--- src/rtl/rat_hit_judge_if.sv ---
// rat_hit_judge_if: pushbutton/timer inputs and rat/score outputs of the whack-a-rat judge.
interface rat_hit_judge_if;
    logic [7:0] button;
    logic       sec_tick;
    logic       game_en;
    logic [7:0] rat_led;
    logic [7:0] score;
    logic       hit;
    logic       miss;

    modport master (output button, sec_tick, game_en, input rat_led, score, hit, miss);
    modport slave  (input button, sec_tick, game_en, output rat_led, score, hit, miss);
endinterface

--- src/rtl/rat_hit_judge.sv ---
// rat_hit_judge: places the rat with a free-running LFSR, judges presses, keeps a 0..99 score.
// Optional macro RAT_MISS_PENALTY_EN: a wrong press also costs one point (floor 0).
module rat_hit_judge #(
    parameter int unsigned HOLD_TICKS = 3,
    parameter int unsigned FLASH_CYC  = 25000000,
    parameter logic [7:0]  LFSR_SEED  = 8'hA5
) (
    input logic            clk,
    input logic            reset,
    rat_hit_judge_if.slave bus
);
    localparam int unsigned   TW         = (HOLD_TICKS > 1) ? $clog2(HOLD_TICKS) : 1;
    localparam int unsigned   FW         = (FLASH_CYC > 1) ? $clog2(FLASH_CYC) : 1;
    localparam logic [TW-1:0] TICK_LAST  = TW'(HOLD_TICKS - 1);
    localparam logic [FW-1:0] FLASH_LAST = FW'(FLASH_CYC - 1);
    localparam logic [7:0]    SCORE_MAX  = 8'd99;

    typedef enum logic [1:0] {IDLE = 2'd0, SHOW = 2'd1, FLASH = 2'd2} state_t;

    state_t        state_r, state_s;
    logic [7:0]    btn_meta_r, btn_sync_r, btn_prev_r, press_s;
    logic [7:0]    lfsr_r;
    logic          lfsr_fb_s;
    logic [2:0]    pos_r, pos_s, new_pos_s;
    logic [TW-1:0] tick_cnt_r, tick_cnt_s;
    logic [FW-1:0] flash_cnt_r, flash_cnt_s;
    logic          en_prev_r;
    logic [7:0]    score_r, score_s;
    logic          hit_s, miss_s, hit_r, miss_r;
    logic [7:0]    led_s, rat_led_r;

    // A candidate equal to the current slot is bumped by one so the rat always moves.
    function automatic logic [2:0] pick_pos(input logic [2:0] cand, input logic [2:0] cur);
        pick_pos = (cand == cur) ? cur + 3'd1 : cand;
    endfunction

    // Two-flop synchronizer plus edge register for the raw buttons.
    always_ff @(posedge clk) begin
        if (!reset) begin
            btn_meta_r <= 8'd0;
            btn_sync_r <= 8'd0;
            btn_prev_r <= 8'd0;
        end else begin
            btn_meta_r <= bus.button;
            btn_sync_r <= btn_meta_r;
            btn_prev_r <= btn_sync_r;
        end
    end

    assign press_s   = btn_sync_r & ~btn_prev_r;
    assign lfsr_fb_s = lfsr_r[7] ^ lfsr_r[5] ^ lfsr_r[4] ^ lfsr_r[3];
    assign new_pos_s = pick_pos(lfsr_r[2:0], pos_r);

    // Free-running position LFSR, x^8+x^6+x^5+x^4+1.
    always_ff @(posedge clk) begin
        if (!reset) begin
            lfsr_r <= LFSR_SEED;
        end else begin
            lfsr_r <= {lfsr_r[6:0], lfsr_fb_s};
        end
    end

    // Next-state, counters, score and output decode.
    always_comb begin
        state_s     = state_r;
        pos_s       = pos_r;
        tick_cnt_s  = tick_cnt_r;
        flash_cnt_s = flash_cnt_r;
        score_s     = score_r;
        hit_s       = 1'b0;
        miss_s      = 1'b0;
        led_s       = 8'd0;
        case (state_r)
            IDLE: begin
                if (bus.game_en && !en_prev_r) begin
                    score_s    = 8'd0;
                    pos_s      = new_pos_s;
                    tick_cnt_s = {TW{1'b0}};
                    state_s    = SHOW;
                end else begin
                    state_s = IDLE;
                end
            end
            SHOW: begin
                if (!bus.game_en) begin
                    state_s = IDLE;
                end else if (press_s[pos_r]) begin
                    hit_s       = 1'b1;
                    score_s     = (score_r >= SCORE_MAX) ? SCORE_MAX : score_r + 8'd1;
                    flash_cnt_s = {FW{1'b0}};
                    state_s     = FLASH;
                end else begin
                    if (press_s != 8'd0) begin
                        miss_s = 1'b1;
`ifdef RAT_MISS_PENALTY_EN
                        score_s = (score_r == 8'd0) ? 8'd0 : score_r - 8'd1;
`else
                        score_s = score_r;
`endif
                    end else begin
                        miss_s = 1'b0;
                    end
                    if (bus.sec_tick) begin
                        if (tick_cnt_r == TICK_LAST) begin
                            pos_s      = new_pos_s;
                            tick_cnt_s = {TW{1'b0}};
                        end else begin
                            tick_cnt_s = tick_cnt_r + TW'(1);
                        end
                    end else begin
                        tick_cnt_s = tick_cnt_r;
                    end
                end
            end
            FLASH: begin
                if (!bus.game_en) begin
                    state_s = IDLE;
                end else if (flash_cnt_r == FLASH_LAST) begin
                    pos_s      = new_pos_s;
                    tick_cnt_s = {TW{1'b0}};
                    state_s    = SHOW;
                end else begin
                    flash_cnt_s = flash_cnt_r + FW'(1);
                end
            end
            default: begin
                state_s = IDLE;
            end
        endcase
        // Decode from the next state so the registered LEDs line up with it.
        case (state_s)
            SHOW:    led_s = 8'd1 << pos_s;
            FLASH:   led_s = 8'hFF;
            default: led_s = 8'd0;
        endcase
    end

    // State, counters and registered outputs.
    always_ff @(posedge clk) begin
        if (!reset) begin
            state_r     <= IDLE;
            pos_r       <= 3'd0;
            tick_cnt_r  <= {TW{1'b0}};
            flash_cnt_r <= {FW{1'b0}};
            en_prev_r   <= 1'b0;
            score_r     <= 8'd0;
            hit_r       <= 1'b0;
            miss_r      <= 1'b0;
            rat_led_r   <= 8'd0;
        end else begin
            state_r     <= state_s;
            pos_r       <= pos_s;
            tick_cnt_r  <= tick_cnt_s;
            flash_cnt_r <= flash_cnt_s;
            en_prev_r   <= bus.game_en;
            score_r     <= score_s;
            hit_r       <= hit_s;
            miss_r      <= miss_s;
            rat_led_r   <= led_s;
        end
    end

    assign bus.rat_led = rat_led_r;
    assign bus.score   = score_r;
    assign bus.hit     = hit_r;
    assign bus.miss    = miss_r;
endmodule

--- src/flat_wrapper.sv ---
// flat-port wrapper written by rule: the top's interface ports become plain ports
module rat_hit_judge_flat 
#(
    parameter int unsigned HOLD_TICKS = 3,
    parameter int unsigned FLASH_CYC  = 25000000,
    parameter logic [7:0]  LFSR_SEED  = 8'hA5
)
  (clk, reset, bus_button, bus_sec_tick, bus_game_en, bus_rat_led, bus_score, bus_hit, bus_miss);
  rat_hit_judge_if bus_i ();
  input logic clk;
  input logic reset;
  input wire logic [$bits(bus_i.button)-1:0] bus_button;
  input wire logic [$bits(bus_i.sec_tick)-1:0] bus_sec_tick;
  input wire logic [$bits(bus_i.game_en)-1:0] bus_game_en;
  output wire logic [$bits(bus_i.rat_led)-1:0] bus_rat_led;
  output wire logic [$bits(bus_i.score)-1:0] bus_score;
  output wire logic [$bits(bus_i.hit)-1:0] bus_hit;
  output wire logic [$bits(bus_i.miss)-1:0] bus_miss;
  assign bus_i.button = bus_button;
  assign bus_i.sec_tick = bus_sec_tick;
  assign bus_i.game_en = bus_game_en;
  assign bus_rat_led = bus_i.rat_led;
  assign bus_score = bus_i.score;
  assign bus_hit = bus_i.hit;
  assign bus_miss = bus_i.miss;
  rat_hit_judge #(.HOLD_TICKS(HOLD_TICKS), .FLASH_CYC(FLASH_CYC), .LFSR_SEED(LFSR_SEED)) u_core (.clk(clk), .reset(reset), .bus(bus_i));
endmodule
--- config.mk ---
export PLATFORM = sky130hd
export DESIGN_NAME = rat_hit_judge_flat
export DESIGN_NICKNAME = d
export VERILOG_FILES = /design/src/rtl/rat_hit_judge_if.sv /design/src/rtl/rat_hit_judge.sv /design/src/flat_wrapper.sv
export SDC_FILE = /design/constraint.sdc
export NUM_CORES = 1
export LEC_CHECK = 0
export CORE_MARGIN = 2
export CORE_UTILIZATION = 60
export CTS_CLUSTER_DIAMETER = 150
export DETAILED_ROUTE_END_ITERATION = 7
export PLACE_DENSITY = 0.85
export SYNTH_ARGS = -nofsm -noshare
export SYNTH_HDL_FRONTEND = slang
export SYNTH_SLANG_ARGS = --single-unit
--- constraint.sdc ---
create_clock -name clk -period 7.01 [get_ports clk]
set_input_delay 1.0515 -clock clk [delete_from_list [all_inputs] [get_ports clk]]
set_output_delay 1.0515 -clock clk [all_outputs]
set_load 0.01 [all_outputs]
# After elaboration in Yosys (flattened, before gate mapping)
# Cells that the tools add are included.
# word_totals
ff_bits	83
output_inout_bits	18
word_cells	93
# classes
addsub	4
magnitude_cmp	2
eq_ne	15
n_shift	1
n_mux	38
n_bitwise	8
reduce_logical	12
# ops
op	n
25-bit two-way mux	4
25-bit case mux with 2 select lines	1
8-bit two-way mux	4
8-bit case mux with 2 select lines	2
25-bit by 1-bit adder with 25-bit output, second input constant	1
25-bit == test, second input constant	1
3-bit two-way mux	8
2-bit two-way mux	11
2-bit case mux with 3 select lines	2
2-bit inequality test, second input constant	5
3-bit case mux with 3 select lines	1
8-bit by 1-bit adder with 8-bit output, second input constant	1
8-bit bitwise AND	1
8-bit by 7-bit greater-or-equal comparator with 1-bit output, second input constant	1
8-bit inverter	1
8-bit nonzero test	1
1-bit by 3-bit left shift with 8-bit output, first input constant	1
7-bit AND reduction	1
2-bit == test, second input constant	3
2-bit by 1-bit inequality test with 1-bit output, second input constant	3
5-bit AND reduction	1
2-bit by 1-bit == test with 1-bit output, second input constant	2
3-bit by 4-bit < comparator with 1-bit output, second input constant	1
1-bit two-way mux	4
14 further kinds	19

# Longest topological paths before layout
# Gate-level depths: netlist (run 1).
# logic_depth
depth_word	9
ltp_mapped	11
mapped_depth_nobuf	11

# Least setup slack after synthesis (run 1)
# OpenSTA, ideal clock, no wires.
# synth_timing
path_kind	input to register
startpoint	input bus_sec_tick
endpoint	register u_core.rat_led_r[4], in the netlist u_core.bus.rat_led[4]
setup_time_ns	0.127
t_arrival_ns	2.370
required_time_ns	6.883
setup_slack_ns	4.513
cell_stages	7
path_cell_list	and4b_1 and2_1 a221oi_1 nor3_1 nor4_1 nand3b_1 o21ai_0
# synth_between
elab_chain_cells	6
# synth_rtl
element	line_no	source
from (decl)	flat_wrapper.sv:13	input wire logic [$bits(bus_i.sec_tick)-1:0] bus_sec_tick;
3-bit two-way mux	rat_hit_judge.sv:103	if (bus.sec_tick) begin
3-bit two-way mux	rat_hit_judge.sv:87	end else if (press_s[pos_r]) begin
3-bit two-way mux	rat_hit_judge.sv:85	if (!bus.game_en) begin
3-bit case mux with 3 select lines	rat_hit_judge.sv:73	case (state_r)
1-bit by 3-bit left shift with 8-bit output	rat_hit_judge.sv:132	SHOW: led_s = 8'd1 << pos_s;
8-bit case mux with 2 select lines	rat_hit_judge.sv:131	case (state_s)
to (signal assigned)	rat_hit_judge.sv:159	rat_led_r <= led_s;
to (decl)	rat_hit_judge.sv:30	logic [7:0] led_s, rat_led_r;
# Every way passes these cells.
# A chain may end at the register's enable or synchronous reset.

# Worst setup path after layout (run 1)
# layout_timing
startpoint	register u_core.pos_r[1]
endpoint	register u_core.rat_led_r[2], in the netlist u_core.bus.rat_led[2]
# layout_between
elab_cells_between_ends	20
classes_between	add/sub (1); eq/ne (3); shift (1); mux (15)
# layout_rtl
element	line_no	source
from (decl)	rat_hit_judge.sv:24	logic [2:0] pos_r, pos_s, new_pos_s;
from (signal assigned)	rat_hit_judge.sv:152	pos_r <= pos_s;
1-bit binary-select mux with 3-bit select (*)	rat_hit_judge.sv:87	
1-bit two-way mux (not written as such) (*)	rat_hit_judge.sv:87	
2-bit two-way mux (*)	rat_hit_judge.sv:87	
2-bit two-way mux (*)	rat_hit_judge.sv:85	
2-bit case mux with 3 select lines (*)	rat_hit_judge.sv:73	
named net u_core.state_s[1]	rat_hit_judge.sv:20	state_t state_r, state_s;
2-bit == test / 2-bit by 1-bit == test with 1-bit output (equally long branches)	rat_hit_judge.sv:131	
8-bit case mux with 2 select lines (*)	rat_hit_judge.sv:131	
# The timed path passes the listed nets; every way through them passes the cells marked *. The select of a mux whose other input is x is not followed.

==> reports/summary.txt, run 1 <==
clock tree buffer depth = 2
# rows = 28
most common flop cell mapped by yosys = dfxtp_1
clock buffer count from CTS = 9
Die Y = 81.4 um
Worst Setup End Kind = flip-flop
Hold WC Path Type = reg2reg
final wirelength = 6.82 mm
multi-input gate area in the final layout = 1810 um2
First DRT Iteration DRCs = 208
CP Data Required Time = 7.29 ns
later-pin clock latency in the skew report = 0.35 ns
routed length per instance = 13.6 um
final net count = 437
Hold-fix buffers, CTS = 0
number of synthesis warnings = 0
H-Tree Depth = 3
Placer Congestion = 0.884
Post-Synthesis Cells = 392
layout cell share with drive strength beyond 1 = 7.76%
Final Util = 70.1%
hold wc startpoint = u_core.lfsr_r[6]
Mean Syn Cell Area = 9.17 um2
crit path buf inv count = 1
Sink Count = 83
crit path DAT = 3.84 ns
Ports = 30
Reg-to-Reg Start = u_core.pos_r[1]
Worst path top cell family by delay = compound AO/OA/AOI/OAI gates
Clock Tree Root = clkbuf_8
vias in the first global route = 2560
Detailed Routing Iterations Pass 1 = 4
Detail Route Antenna Nets = 0
slowest stage cell, crit path = o22ai_2
Seq/Total Area, Yosys = 46.2%
critical path launch point = u_core.pos_r[1]
Leakage = 1.62 nW
core area = 5850 um2
max_cap viols = 0
CTS tree = yes
Startpoint Class = flip-flop
initial core utilization = 61.4%
initial antenna violation count = 0
first-pass GRT wire length = 11.5 mm
grt total ovfl = 0
crit path cell chain = mux2_2 -> mux4_2 -> o22ai_2 -> nand2_2 -> inv_1 -> ha_1 -> nor2_1 -> nand3_1 -> o21ai_0
Final setup viols = 0
Reg area = 1660 um2
setup tns final = 0 ns
Post-Syn Nets = 409
GRT Util Overall = 22.3%
DR DRC count = 0
Fillers = 458
commonest cells after routing, fill and taps aside = 83 x dfxtp_1, 36 x nor2_1, 35 x and2_1
Synth Register Bits = 83
Mapped Area = 3590 um2
die area = 6630 um2
# Post-CTS Setup Buffers = 0
leading cell type in the layout, fill and taps excluded = dfxtp_1
Crit Path Category = reg2reg
count of cell types in the netlist = 52
async set or reset register ratio after synthesis = 0%
via count = 2844
Post-synth EDFFs = 0
RSZ-0062 raised after global routing = false
crit path time final = 3.56 ns
Cell Pwr Density = 217 nW/um2
max_slew headroom = 39.0%
fin crit share = 50.8%
Syn-to-layout area delta = 14.2%
largest driver fanout on the critical path = 20
Worst-path clk slew = 0.09 ns
setup ws final = 3.45 ns
PortBufs = 29
final hold viol count = 0
Peak VDD IR = 0.168 mV
largest net degree at the start of global routing = 28
antenna diode instance count = 0
Die Wd = 81.4 um
outcome = completed
Fmax achieved = 281 MHz
worst slew pin tran = 0.914 ns
post-CTS resize count = 0
slowest stage delay, CP = 0.77 ns
clock skew = 0.00701 ns
Final Max Tran Viols = 0
post-DP HPWL = 4.73 mm
DR vias/cell = 5.69
setup slack at placement = 3.55 ns
==> path summary, 6_finish.rpt <==
kind | cells after the start | slack [ns] | endpoint
worst min register to register | 1 | 0.43 | u_core.lfsr_r[7]
worst max-delay path | 9 | 3.45 | u_core.bus.rat_led[2]
worst max register to register | 9 | 3.45 | u_core.bus.rat_led[2]
worst min-delay path | 1 | 0.43 | u_core.lfsr_r[7]
==> flip-flops by register name, indices dropped and copies added (netlist names) <==
name                flops
u_core.bus.miss         1
u_core.tick_cnt_r       2
u_core.btn_prev_r       8
u_core.en_prev_r        1
u_core.state_r          2
u_core.lfsr_r           8
u_core.btn_meta_r       8
u_core.flash_cnt_r     25
u_core.bus.rat_led      8
u_core.pos_r            3
u_core.btn_sync_r       8
u_core.bus.hit          1
u_core.bus.score        8
==> layout make-up <==
cell class              instances  area share, %
clock inverters                 6           1.13
flip-flops and latches         83           40.5
well taps                      75           2.29
repair buffers                 31           7.44
inverters                      13           1.19
multi-input cells             282           44.1
clock buffers                  10           3.35
==> cells by family (layout without fill, tap and decap cells) <==
kind of cell,after synthesis,after routing,share of synthesized area [%]
AND/OR/NAND/NOR,184,184,28.4
flip-flops,83,83,46.2
AO/OA/AOI/OAI,55,55,10.1
buffers and inverters,27,60,3.41
XOR/XNOR,25,25,6.09
multiplexers,13,13,4.04
adder cells (fa/ha/maj),5,5,1.74
==> stage by stage <==
stage	area (um2)	hold slack, ns	std cells	power, W
floorplan	3590	0.386	392	0.000563
global placement	3920	0.391	484	0.000582
detailed placement	3920	0.419	484	0.000585
CTS	4100	0.438	500	0.000898
global route	4100	0.448	500	0.000933
finish	4100	0.430	500	0.000892
==> report_power, final <==
part | switching, W | leakage (nW) | total, W | internal (W)
Combinational | 0.0000418 | 0.859 | 0.0000782 | 0.0000364
Sequential | 0.0000118 | 0.676 | 0.000496 | 0.000485
Clock | 0.000176 | 0.0897 | 0.000318 | 0.000141
==> layer usage <==
layer / part of all wire [%] / wire [um] / global-route usage [%] / vias to the layer above
met5: 0 / 0 / 0 / -
met4: 1.6 / 112 / 8.64 / 0
met3: 5.7 / 386 / 6.44 / 16
met2: 46 / 3160 / 35.2 / 83
met1: 46 / 3160 / 28.6 / 1324
li1: - / - / - / 1421
==> cell usage after synthesis, types with 4 or more instances <==
master	instances	share of area [%]
o21ai_0	16	2.2
dfxtp_1	83	46
nor2b_1	7	1.2
ha_1	5	1.7
nand3_1	14	1.9
nand4_1	12	2.1
a21oi_1	17	2.4
and3_1	14	2.4
nor3_1	5	0.70
nand2b_1	6	1.0
a31oi_1	4	0.70
and2_1	35	6.1
nand2_1	25	2.6
inv_1	12	1.3
mux2i_1	10	2.8
nand3b_1	5	1.0
xnor2_1	9	2.2
or3_1	5	0.87
clkbuf_1	9	0.94
xor2_1	16	3.9
nor2_1	36	3.8
Power figures use the tool's default switching activity.
==> run 2, diff against run 1 <==
Settings changed: CORE_UTILIZATION 60 to 57, PLACE_DENSITY 0.85 to 0.82.
Clock period 7.01 ns to 3.5 ns, I/O delays scaled along.
==> reports/summary.txt, run 2 (synthesized netlist as in run 1, its figures left out) <==
crit path time final = 2.97 ns (was 3.56 ns)
layout cell share with drive strength beyond 1 = 8.41% (was 7.76%)
RSZ-0062 raised after global routing = false (unchanged)
worst slew pin tran = 0.643 ns (was 0.914 ns)
Syn-to-layout area delta = 15.0% (was 14.2%)
total design power = 0.00183 W (was 0.000892 W)
vias in the first global route = 2642 (was 2560)
clock skew = 0.00770 ns (was 0.00701 ns)
initial antenna violation count = 0 (unchanged)
reg2reg path depth = 8 (was 9)
Detail Route Antenna Nets = 0 (unchanged)
hold wc startpoint = u_core.lfsr_r[6] (unchanged)
antenna diode instance count = 0 (unchanged)
Biggest register = u_core.flash_cnt_r (unchanged)
core area = 5990 um2 (was 5850 um2)
Sequential Power Share = 54.5% (was 55.6%)
Worst Setup End Kind = flip-flop (unchanged)
final wirelength = 7.26 mm (was 6.82 mm)
outcome = completed (unchanged)
H-Tree Depth = 3 (unchanged)
crit path buf inv count = 0 (was 1)
CP Data Required Time = 3.79 ns (was 7.29 ns)
Clock Tree Root = clkbuf_8 (unchanged)
Peak VDD IR = 0.311 mV (was 0.168 mV)
commonest cells after routing, fill and taps aside = 83 x dfxtp_1, 36 x nor2_1, 35 x and2_1 (unchanged)
r2r endpoint = u_core.bus.rat_led[1] (was u_core.bus.rat_led[2])
Cell Pwr Density = 442 nW/um2 (was 217 nW/um2)
slowest stage delay, CP = 0.61 ns (was 0.77 ns)
Detailed Routing Iterations Pass 1 = 4 (unchanged)
largest driver fanout on the critical path = 13 (was 20)
Final Max Tran Viols = 0 (unchanged)
post-DP HPWL = 4.99 mm (was 4.73 mm)
Worst Hold Depth = 1 (unchanged)
Reg area = 1660 um2 (unchanged)
Ports = 30 (unchanged)
reg2reg setup slack = 0.53 ns (was 3.45 ns)
Sw Pwr = 0.000487 W (was 0.000230 W)
multi-input gate area in the final layout = 1810 um2 (unchanged)
logic gate share of total power = 8.8% (about the same)
Sw Ratio = 26.7% (was 25.8%)
final net count = 440 (was 437)
Hold WC Path Type = reg2reg (unchanged)
crit path cell chain = mux2_2 -> mux4_2 -> and2_2 -> o21ai_0 -> ha_1 -> nor2_1 -> nand3_1 -> o21ai_0 (was mux2_2 -> mux4_2 -> o22ai_2 -> nand2_2 -> inv_1 -> ha_1 -> nor2_1 -> nand3_1 -> o21ai_0)
Crit Path Category = reg2reg (unchanged)
via count = 2850 (was 2844)
post-CTS resize count = 0 (unchanged)
cell area after layout = 4140 um2 (was 4100 um2)
max_cap viols = 0 (unchanged)
clock buffer count from CTS = 9 (unchanged)
DR DRC count = 0 (unchanged)
Hold-fix buffers, CTS = 0 (unchanged)
# rows = 28 (unchanged)
routed length per instance = 14.4 um (was 13.6 um)
initial core utilization = 60.0% (was 61.4%)
Fmax achieved = 337 MHz (was 281 MHz)
Placer Congestion = 0.827 (was 0.884)
Die Wd = 83.4 um (was 81.4 um)
First DRT Iteration DRCs = 182 (was 208)
Worst-path clk slew = 0.09 ns (about the same)
Placed Instance Area = 3940 um2 (was 3920 um2)
max_slew headroom = 56.7% (was 39.0%)
slowest stage cell, crit path = dfxtp_1 (was o22ai_2)
Reg-to-Reg Start = u_core.pos_r[1] (unchanged)
setup slack at placement = 0.539 ns (was 3.55 ns)
Sink Count = 83 (unchanged)
leading cell type in the layout, fill and taps excluded = dfxtp_1 (unchanged)
setup tns final = 0 ns (unchanged)
Fillers = 485 (was 458)
Die Y = 83.4 um (was 81.4 um)
die area = 6960 um2 (was 6630 um2)
Final setup viols = 0 (unchanged)
max reg flops = 25 (unchanged)
DR vias/cell = 5.67 (was 5.69)
final hold viol count = 0 (unchanged)
Hold Crit Endpoint = u_core.lfsr_r[7] (unchanged)
crit path DAT = 3.25 ns (was 3.84 ns)
# Post-CTS Setup Buffers = 0 (unchanged)
Worst path top cell family by delay = multiplexers (was compound AO/OA/AOI/OAI gates)
Int Power = 0.00134 W (was 0.000662 W)
Leakage = 1.65 nW (was 1.62 nW)
PortBufs = 29 (unchanged)
later-pin clock latency in the skew report = 0.36 ns (was 0.35 ns)
setup ws final = 0.534 ns (was 3.45 ns)
fin crit share = 84.7% (was 50.8%)
GRT Util Overall = 21.3% (was 22.3%)
Startpoint Class = flip-flop (unchanged)
largest net degree at the start of global routing = 44 (was 28)
Worst path most repeated cell = o21ai_0
clock tree buffer depth = 2 (unchanged)
first-pass GRT wire length = 12.1 mm (was 11.5 mm)
Clk pwr share = 36.8% (was 35.6%)
grt total ovfl = 0 (unchanged)
CTS tree = yes (unchanged)
## run 2: metrics by stage
step,hold WS (ns),utilization (%),cells
after floorplan,0.386,-,392
after global placement,0.390,65.8,487
after detailed placement,0.404,65.8,487
after CTS,0.428,69.0,503
after global routing,0.454,69.0,503
final,0.425,69.0,503
## run 2: worst max-delay path by stage
| stage | startpoint | endpoint | depth (start not counted) |
|---|---|---|---|
| global route | u_core.pos_r[1] | u_core.bus.rat_led[1] | 8 |
| floorplan | u_core.pos_r[1] | u_core.bus.rat_led[0] | 8 |
| detailed placement | u_core.pos_r[1] | u_core.bus.rat_led[1] | 8 |
| CTS | u_core.pos_r[1] | u_core.bus.rat_led[1] | 8 |
| global placement | u_core.pos_r[1] | u_core.bus.rat_led[2] | 8 |
| finish | u_core.pos_r[1] | u_core.bus.rat_led[1] | 8 |
## run 2: power by group through the flow
| stage | Combinational, W | Clock, W | Sequential, W |
|---|---|---|---|
| final | 0.000161 | 0.000671 | 0.000994 |
| after global routing | 0.000178 | 0.000717 | 0.000999 |
| after CTS | 0.000160 | 0.000683 | 0.000994 |
| after detailed placement | 0.000158 | 0 | 0.00102 |
| after global placement | 0.000153 | 0 | 0.00101 |
| after floorplan | 0.000121 | 0 | 0.00101 |
## run 2: layout make-up
| type | instances | area share (%) |
|---|---|---|
| timing repair buffer | 34 | 7.93 |
| tap | 75 | 2.27 |
| multi-input combinational | 282 | 43.8 |
| sequential | 83 | 40.2 |
| inverter | 13 | 1.18 |
| clock inverter | 6 | 1.33 |
| clock buffer | 10 | 3.33 |
## run 2: layer usage
layer  wire, um  up-vias  global-route usage [%]
met4        150        0                    9.82
li1           -     1415                       -
met2       3390       62                    34.4
met5          0        -                       0
met3        290       14                    3.88
met1       3420     1359                    27.9
